===== src/rtl/block_sync.sv =====
// ---------------------------------------------------------------------------
// block_sync
// 64b/66b block synchroniser. Raw 66-bit words arrive from the gearbox at an
// arbitrary bit alignment. The block locates the 2-bit sync header by slipping
// a bit offset one position at a time. Once locked, it forwards each aligned
// block downstream and watches for too many bad headers in a test window.
//
// Ports
//   rx_clk          : single clock, all state on its rising edge
//   rx_rst          : asynchronous active-low reset
//   data_in         : raw word from the gearbox
//   data_valid_in   : data_in valid
//   data_ready_out  : block accepts data_in (combinational)
//   data_out        : aligned block, [65:64] sync header, [63:0] payload
//   data_valid_out  : data_out valid
//   data_ready_in   : downstream accepts data_out
//   block_lock      : registered lock status
//   slip            : one-cycle pulse on each alignment slip
//   bit_offset      : current alignment offset, 0..65
// ---------------------------------------------------------------------------
module block_sync #(
    parameter int DATA_WIDTH   = 66,
    parameter int SH_CNT_MAX   = 64,
    parameter int SH_INVLD_MAX = 16
) (
    input  logic                  rx_clk,
    input  logic                  rx_rst,
    input  logic [DATA_WIDTH-1:0] data_in,
    input  logic                  data_valid_in,
    output logic                  data_ready_out,
    output logic [DATA_WIDTH-1:0] data_out,
    output logic                  data_valid_out,
    input  logic                  data_ready_in,
    output logic                  block_lock,
    output logic                  slip,
    output logic [6:0]            bit_offset
);

    localparam logic [6:0] CNT_MAX_C   = 7'(SH_CNT_MAX);
    localparam logic [4:0] INVLD_MAX_C = 5'(SH_INVLD_MAX);
    localparam logic [6:0] OFFSET_MAX  = 7'd65;

    logic [DATA_WIDTH-1:0]   prev_word_q, prev_word_d;
    logic [DATA_WIDTH-1:0]   data_out_q, data_out_d;
    logic                    data_valid_out_q, data_valid_out_d;
    logic                    block_lock_q, block_lock_d;
    logic                    slip_q, slip_d;
    logic [6:0]              bit_offset_q, bit_offset_d;
    logic [6:0]              sh_cnt_q, sh_cnt_d;
    logic [4:0]              sh_invld_cnt_q, sh_invld_cnt_d;
    logic                    primed_q, primed_d;

    logic                    accept_s;
    logic [2*DATA_WIDTH-1:0] cat_s;
    logic [DATA_WIDTH-1:0]   window_s;
    logic                    sh_valid_s;
    logic [6:0]              sh_cnt_inc_s;
    logic [4:0]              sh_invld_inc_s;
    logic [6:0]              offset_next_s;

    // Handshake: a held output only blocks input while downstream is stalled.
    assign data_ready_out = data_ready_in | ~data_valid_out_q;
    assign accept_s       = data_valid_in & data_ready_out;

    // The previous word holds the older bits, so the window slides from the
    // previous word into the current one as the offset grows.
    assign cat_s          = {data_in, prev_word_q};
    assign window_s       = DATA_WIDTH'(cat_s >> bit_offset_q);
    assign sh_valid_s     = window_s[65] ^ window_s[64];
    assign sh_cnt_inc_s   = sh_cnt_q + 7'd1;
    assign sh_invld_inc_s = sh_invld_cnt_q + {4'd0, ~sh_valid_s};
    assign offset_next_s  = (bit_offset_q == OFFSET_MAX) ? 7'd0 : (bit_offset_q + 7'd1);

    // Next-state: priming, header test, lock tracking, slip and output load.
    always_comb begin
        prev_word_d      = prev_word_q;
        primed_d         = primed_q;
        block_lock_d     = block_lock_q;
        slip_d           = 1'b0;
        bit_offset_d     = bit_offset_q;
        sh_cnt_d         = sh_cnt_q;
        sh_invld_cnt_d   = sh_invld_cnt_q;
        data_out_d       = data_out_q;
        data_valid_out_d = data_valid_out_q;

        if (data_valid_out_q && data_ready_in) begin
            data_valid_out_d = 1'b0;
        end else begin
            data_valid_out_d = data_valid_out_q;
        end

        if (accept_s) begin
            prev_word_d = data_in;
            primed_d    = 1'b1;
            if (primed_q) begin
                if (block_lock_q) begin
                    // Output uses the lock state before this test updates it.
                    data_out_d       = window_s;
                    data_valid_out_d = 1'b1;
                    // Loss of lock takes priority over the window end.
                    if (sh_invld_inc_s == INVLD_MAX_C) begin
                        block_lock_d   = 1'b0;
                        slip_d         = 1'b1;
                        bit_offset_d   = offset_next_s;
                        sh_cnt_d       = 7'd0;
                        sh_invld_cnt_d = 5'd0;
                    end else if (sh_cnt_inc_s == CNT_MAX_C) begin
                        sh_cnt_d       = 7'd0;
                        sh_invld_cnt_d = 5'd0;
                    end else begin
                        sh_cnt_d       = sh_cnt_inc_s;
                        sh_invld_cnt_d = sh_invld_inc_s;
                    end
                end else begin
                    if (!sh_valid_s) begin
                        slip_d         = 1'b1;
                        bit_offset_d   = offset_next_s;
                        sh_cnt_d       = 7'd0;
                        sh_invld_cnt_d = 5'd0;
                    end else if (sh_cnt_inc_s == CNT_MAX_C) begin
                        block_lock_d   = 1'b1;
                        sh_cnt_d       = 7'd0;
                        sh_invld_cnt_d = 5'd0;
                    end else begin
                        sh_cnt_d       = sh_cnt_inc_s;
                    end
                end
            end else begin
                primed_d = 1'b1;
            end
        end else begin
            prev_word_d = prev_word_q;
        end
    end

    // State registers with asynchronous active-low reset.
    always_ff @(posedge rx_clk or negedge rx_rst) begin
        if (!rx_rst) begin
            prev_word_q      <= {DATA_WIDTH{1'b0}};
            primed_q         <= 1'b0;
            block_lock_q     <= 1'b0;
            slip_q           <= 1'b0;
            bit_offset_q     <= 7'd0;
            sh_cnt_q         <= 7'd0;
            sh_invld_cnt_q   <= 5'd0;
            data_out_q       <= {DATA_WIDTH{1'b0}};
            data_valid_out_q <= 1'b0;
        end else begin
            prev_word_q      <= prev_word_d;
            primed_q         <= primed_d;
            block_lock_q     <= block_lock_d;
            slip_q           <= slip_d;
            bit_offset_q     <= bit_offset_d;
            sh_cnt_q         <= sh_cnt_d;
            sh_invld_cnt_q   <= sh_invld_cnt_d;
            data_out_q       <= data_out_d;
            data_valid_out_q <= data_valid_out_d;
        end
    end

    assign data_out       = data_out_q;
    assign data_valid_out = data_valid_out_q;
    assign block_lock     = block_lock_q;
    assign slip           = slip_q;
    assign bit_offset     = bit_offset_q;

endmodule


===== config.mk =====
export PLATFORM = sky130hd
export DESIGN_NAME = block_sync
export DESIGN_NICKNAME = d
export VERILOG_FILES = /design/src/rtl/block_sync.sv
export SDC_FILE = /design/constraint.sdc
export NUM_CORES = 1
export LEC_CHECK = 0
export CAP_MARGIN = 20
export CELL_PAD_IN_SITES_DETAIL_PLACEMENT = 1
export CELL_PAD_IN_SITES_GLOBAL_PLACEMENT = 1
export CORE_UTILIZATION = 50
export DETAILED_ROUTE_END_ITERATION = 10
export GPL_TIMING_DRIVEN = 1
export PLACE_DENSITY = 0.94
export SLEW_MARGIN = 5
export SYNTH_ARGS = -nofsm -noshare
export SYNTH_HDL_FRONTEND = slang
export SYNTH_SLANG_ARGS = --single-unit

===== constraint.sdc =====
create_clock -name rx_clk -period 7.2 [get_ports rx_clk]
set_clock_uncertainty 0.2 [all_clocks]
set_input_delay 1.08 -clock rx_clk [delete_from_list [all_inputs] [get_ports rx_clk]]
set_output_delay 1.08 -clock rx_clk [all_outputs]
set_load 0.1 [all_outputs]

==> metrics, run 1 <==
first-pass GRT wire length=87.7 mm; DR WL/cell=30.1 um; Pint=4430 uW; vias in the first global route=13.4k; largest net degree at the start of global routing=128; clk sinks=155; Final setup viols=0; P_leak=0.00705 uW; # Max-Cap Violations=0; GRT met1 Usage=53.4%; worst path buffer plus inverter count=1; Pwr Density=545 nW/um^2; port bufs=146; Final Cycle Share=80.6%; Diodes inserted=0; GRT Overall Usage=38.2%; fin. max-slew vios=0; first-pass iteration count of the detailed router=7; Via density=7.01; register share of total power=12.2%; synthesized area=15100 um^2; grt peak-use layer=met2; Ys Warns=0; HPWL after DPL=43.0 mm; worst min-delay path class=reg2reg; Clock Tree Buf Depth=2; CP Capture Type=flop; Slew headroom=25.9%; cts repair resizes=0; Seq/Total Area, Yosys=25.6%; initial antenna violation count=1; Crit Path Max Fanout=44; CP Class=reg2reg; Worst-Margin Slew=1.11 ns; die width=176 um; Seq cells post-synth=155; RSZ-0062 raised after global routing=no; Syn Area/Cell=10.3 um^2; post-route non-filler standard cell count=1922; drt initial violations=1761; post-CTS setup buffers=0; GR Util met3=9.22%; Post-synth EDFFs=0; most used cell, CP=ha_1; Yosys cell types=65; post-synth top area share=25.6%; combinational power share=77.1%; fin nets=1595; minimum clock period=5.81 ns; drt total wl=57.9 mm; Layout area overhead=14.2%; Setup TNS=0 ns; top cell family by delay on the critical path=multiplexers; Post-synth ARST share=100%; Slowest-stage cell, CP=dfrtp_4; DRC Markers=0; Mapped Cells=1466; CTS tree=built; Worst path max stage delay=0.72 ns; total CTS buffers=17; Final Hold Fails=0; met2 usage=57.7%; share of cells above drive strength 1=26.8%; type of origin of the critical path=flop; Placed Instances=1891; std cell rows=63; Final Power=9430 uW; status=finished, final reports clean; IO Pins=147; Primary FF master, synth=dfrtp_1; CTS root buffer=clkbuf_16; initial core utilization=51.0%; Sw Pwr=5000 uW; gpl congestion=1.04; Skew-Pair Late Insertion Delay=0.45 ns; sw frac=53.1%; most area-hungry cell type in the Yosys netlist=dfrtp_1; CTS H-tree lvls=4; Core Box Area=29700 um^2; top cells by area, synth=dfrtp_1 26%, mux4_2 20%, mux2_2 15%; Worst VDD drop=0.337 mV; hold_buf cts=0; post-route ant nets=0; die height=176 um; syn_nets=1541; worst-path cell chain=buf_12, mux4_1, mux2i_1, mux2_2, mux4_2, o21ai_0, xor2_1, ha_1, ha_1, nor3_1, a31oi_1, o31a_1, a31oi_2, o211ai_1, a22o_1; maximum clock frequency=172 MHz; total grt overflow=0; hold slack=0.285 ns; die area=31000 um^2; WP data required=7.34 ns; detailed-route via count=13.5k; Clk pin slew, worst setup/hold paths=0.07 ns; CP arrival=5.94 ns; clock power share=10.8%
==> cell usage after synthesis (10+ instances only) <==
library cell	number
buf_2	25
dfrtp_1	155
nor2_1	201
nand2_1	156
mux2_2	206
o22ai_1	17
mux4_2	132
mux4_1	21
nor3_1	10
buf_1	35
inv_1	13
clkbuf_1	62
a21oi_1	49
nand3_1	15
a211oi_1	26
o21ai_0	80
mux2i_1	147
==> logic make-up (layout without fill, tap and decap cells) <==
family,Yosys count,in the layout,synth area share [%]
AO/OA/AOI/OAI,231,231,9.38
XOR/XNOR,5,5,0.289
adder cells (fa/ha/maj),5,5,0.413
buffers and inverters,149,215,4.64
flip-flops,155,155,25.6
multiplexers,507,507,48.5
AND/OR/NAND/NOR,414,414,11.2
==> layer usage <==
layer / up-vias / part of all wire [%] / wire length (um)
met5: - / 0.022 / 13
met4: 2 / 3.5 / 2020
met3: 128 / 10 / 5820
met2: 842 / 45 / 26100
met1: 6848 / 41 / 23900
li1: 5649 / - / -
==> worst register-to-register path, cell delays in order (launching register included) <==
cell      delay, ns
dfrtp_4        0.72
buf_12         0.36
mux4_1         0.71
mux2i_1        0.55
mux2_2         0.35
mux4_2         0.29
o21ai_0        0.15
xor2_1         0.24
ha_1           0.22
ha_1           0.25
nor3_1         0.20
a31oi_1        0.06
o31a_1         0.38
a31oi_2        0.57
o211ai_1       0.18
a22o_1         0.27
==> area by class of cell <==
class / count / area, um^2
clock buffers: 18 / 439
fillers: 3152 / 12400
clock inverters: 13 / 191
inverters: 16 / 72.6
flip-flops and latches: 155 / 3890
multi-input cells: 1162 / 10600
well taps: 390 / 488
repair buffers: 168 / 1640
==> cell usage in the layout (no fill, tap or decap), drive strengths merged, types with 5 or more instances in the layout <==
| cell type | n |
|---|---|
| a211oi | 26 |
| inv | 17 |
| a22oi | 5 |
| nand3 | 16 |
| clkinv | 6 |
| mux2 | 206 |
| and3 | 6 |
| ha | 5 |
| a31oi | 9 |
| clkdlybuf4s50 | 145 |
| mux4 | 154 |
| o21ai | 80 |
| nor3 | 12 |
| o211ai | 8 |
| nor2 | 201 |
| o22a | 6 |
| buf | 23 |
| o22ai | 17 |
| clkbuf | 18 |
| nand2 | 156 |
| mux2i | 147 |
| dfrtp | 155 |
| a21o | 8 |
| a21oi | 49 |
==> power groups by stage <==
stage | logic, uW | registers, uW | clock network [uW]
detailed placement | 6920 | 1150 | 0
global placement | 6740 | 1130 | 0
global route | 7530 | 1160 | 1050
floorplan | 4970 | 1140 | 0
finish | 7270 | 1150 | 1010
CTS | 7010 | 1140 | 1020
==> final timing paths <==
check	depth (start not counted)	endpoint	slack, ns	startpoint
hold / removal	2	data_out[34]$_DFFE_PN0P_	0.28	data_out[34]$_DFFE_PN0P_
hold reg to reg	2	data_out[34]$_DFFE_PN0P_	0.28	data_out[34]$_DFFE_PN0P_
setup / recovery	15	bit_offset[6]$_DFFE_PN0P_	1.39	bit_offset[0]$_DFFE_PN0P_
setup reg to reg	15	bit_offset[6]$_DFFE_PN0P_	1.39	bit_offset[0]$_DFFE_PN0P_
max in group asynchronous	2	data_out[32]$_DFFE_PN0P_	4.90	rx_rst
min in group asynchronous	1	block_lock$_DFFE_PN0P_	0.48	rx_rst
==> sequential cells by signal (all words and copies together) (netlist names) <==
signal	cells
data_out	66
sh_cnt_q	7
sh_invld_cnt_q	5
prev_word_q	66
block_lock	1
slip	1
bit_offset	7
data_valid_out	1
primed_q	1
==> per-stage QoR <==
step           setup WS [ns]  cell area, um^2  utilization [%]
2_1_floorplan           2.32            15100                -
3_3_place_gp            1.28            16700             56.1
3_5_place_dp            1.17            16700             56.1
4_1_cts                 1.46            17300             58.2
5_1_grt                 1.11            17300             58.2
6_report                1.39            17300             58.2
Note: power is estimated with default switching activity, not from simulation.
==> run 2, diff against run 1 <==
--- a/config.mk
+++ b/config.mk
@@ -8,10 +8,10 @@
 export CAP_MARGIN = 20
 export CELL_PAD_IN_SITES_DETAIL_PLACEMENT = 1
 export CELL_PAD_IN_SITES_GLOBAL_PLACEMENT = 1
-export CORE_UTILIZATION = 50
+export CORE_UTILIZATION = 42
 export DETAILED_ROUTE_END_ITERATION = 10
 export GPL_TIMING_DRIVEN = 1
-export PLACE_DENSITY = 0.94
+export PLACE_DENSITY = 0.85
 export SLEW_MARGIN = 5
 export SYNTH_ARGS = -nofsm -noshare
 export SYNTH_HDL_FRONTEND = slang
==> constraint.sdc (replaced) <==
create_clock -name rx_clk -period 4.81 [get_ports rx_clk]
set_clock_uncertainty 0.2 [all_clocks]
set_input_delay 0.7215 -clock rx_clk [delete_from_list [all_inputs] [get_ports rx_clk]]
set_output_delay 0.7215 -clock rx_clk [all_outputs]
set_load 0.1 [all_outputs]
==> run 2 against run 1 <==
Sequential cell count is the same. Register-to-register slack got worse by 1.2 ns. Non-clock buffer count grew 103. Critical endpoint is now bit_offset[2]$_DFFE_PN0P_.
==> metrics, run 2 (synthesis results as in run 1) <==
top cell family by delay on the critical path=multiplexers; post-route ant nets=0; hold_buf cts=0; largest net degree at the start of global routing=96; die height=192 um; Clk pin slew, worst setup/hold paths=0.08 ns; drt total wl=60.5 mm; maximum clock frequency=215 MHz; fin nets=1698; flop2flop setup slack=0.22 ns; most used cells in the layout excluding fill and tap cells=206 x mux2_2, 200 x nor2_1, 154 x nand2_1, 150 x dfrtp_1, 146 x mux2i_1; worst path buffer plus inverter count=3; Worst path max stage delay=0.52 ns; status=finished, final reports clean; Slew headroom=28.2%; GRT Overall Usage=33.6%; RR Startpoint=bit_offset[0]$_DFFE_PN0P_; area taken by multi-input logic gates=10600 um^2; Register Area=3890 um^2; commonest non-fill, non-tap cell in the layout=mux2_2; die area=36800 um^2; initial antenna violation count=0; total CTS buffers=17; CTS root buffer=clkbuf_16; detailed-route via count=13.8k; CP arrival=4.82 ns; Final Power=14800 uW; Via density=6.56; Crit Path Max Fanout=5; CTS H-tree lvls=4; type of origin of the critical path=input pin; Core Box Area=35600 um^2; worst min-delay path class=in2async; total grt overflow=0; worst-path cell chain=clkdlybuf4s50_1, buf_4, mux4_2, mux2_2, mux2i_1, mux4_2, o21ai_1, xor2_1, ha_1, ha_1, nor3_1, a31oi_1, o31a_1, a31oi_4, buf_4, a31oi_1, a31o_1; fin. max-slew vios=0; # Max-Cap Violations=0; die width=192 um; IO Pins=147; clk sinks=155; Worst VDD drop=0.365 mV; fin worst setup slack=0.151 ns; share of cells above drive strength 1=31.8%; Clock Tree Buf Depth=2; # fillers=3903; CP Class=in2reg; DR WL/cell=28.8 um; Skew-Pair Late Insertion Delay=0.47 ns; HPWL after DPL=46.0 mm; port bufs=146; Final Hold Fails=0; post-route cell area=18200 um^2; gpl congestion=1.03; Worst-Margin Slew=1.08 ns; CTS tree=built; vias in the first global route=13.7k; first-pass GRT wire length=90.7 mm; RSZ-0062 raised after global routing=no; P_leak=0.00754 uW; CP Launch Point=data_in[58]; Pwr Density=811 nW/um^2; CP Capture Type=flop; initial core utilization=42.6%; Layout area overhead=20.2%; Diodes inserted=0; DRC Markers=0; WP data required=4.97 ns; minimum clock period=4.66 ns; Final setup viols=0; std cell rows=69; first-pass iteration count of the detailed router=5; Final Cycle Share=96.9%; Slowest-stage cell, CP=clkdlybuf4s50_1; drt initial violations=1490; Area after DPL=17600 um^2; worst slack at placement=-0.309 ns
## run 2: worst register-to-register path: stages, from the launching register on
cell,delay [ns]
dfrtp_4,0.51
buf_16,0.19
buf_4,0.19
mux4_1,0.59
mux2_2,0.34
mux2i_2,0.25
mux4_2,0.32
nor2_1,0.06
nor2_2,0.15
xor2_1,0.08
ha_1,0.21
ha_1,0.20
nor3_1,0.19
a31oi_1,0.06
o31a_1,0.30
a31oi_4,0.18
buf_4,0.17
a31oi_1,0.08
a31o_1,0.20
## run 2: per-layer routing
layer / up-vias / GRT usage [%] / share of wire (%)
li1: 5863 / - / -
met1: 7045 / 47.7 / 43
met2: 731 / 50.5 / 45
met3: 125 / 6.23 / 8.5
met4: 0 / 13.3 / 3.9
met5: - / 0 / 0
## run 2: stage by stage
step / hold WS, ns / cells / utilization (%) / setup TNS (ns)
2_1_floorplan: 0.226 / 1466 / - / 0
3_3_place_gp: 0.261 / 2063 / 49.4 / -1.66
3_5_place_dp: 0.273 / 2063 / 49.4 / -3.51
4_1_cts: 0.138 / 2095 / 51.0 / 0
5_1_grt: 0.171 / 2097 / 51.2 / 0
6_report: 0.0914 / 2097 / 51.2 / 0
## run 2: worst paths after layout
path,endpoint,cells past startpoint
hold reg to reg,data_out[65]$_DFFE_PN0P_,2
min in group rx_clk,data_out[65]$_DFFE_PN0P_,2
hold / removal,prev_word_q[44]$_DFFE_PN0P_,1
max in group asynchronous,data_out[8]$_DFFE_PN0P_,2
setup / recovery,bit_offset[2]$_DFFE_PN0P_,17
setup reg to reg,bit_offset[2]$_DFFE_PN0P_,18
## run 2: layout make-up
cell class | count | share of cell area [%]
Multi-Input combinational cell | 1162 | 58.1
Sequential cell | 155 | 21.4
Timing Repair Buffer | 271 | 13.7
Tap cell | 461 | 3.17
Clock buffer | 18 | 2.41
Clock inverter | 14 | 0.839
Inverter | 16 | 0.399
## run 2: power breakdown
| part | total (uW) | switching, uW | internal, uW |
|---|---|---|---|
| combinational | 11800 | 6970 | 4800 |
| sequential | 1580 | 174 | 1410 |
| clock | 1400 | 655 | 748 |
## run 2: repair_timing
item                       in CTS  in global routing
cloned                          0                  1
buffers inserted                0                  1
pin swaps                       0                  0
setup endpoints to repair       1                 17
resized for setup               2                  7
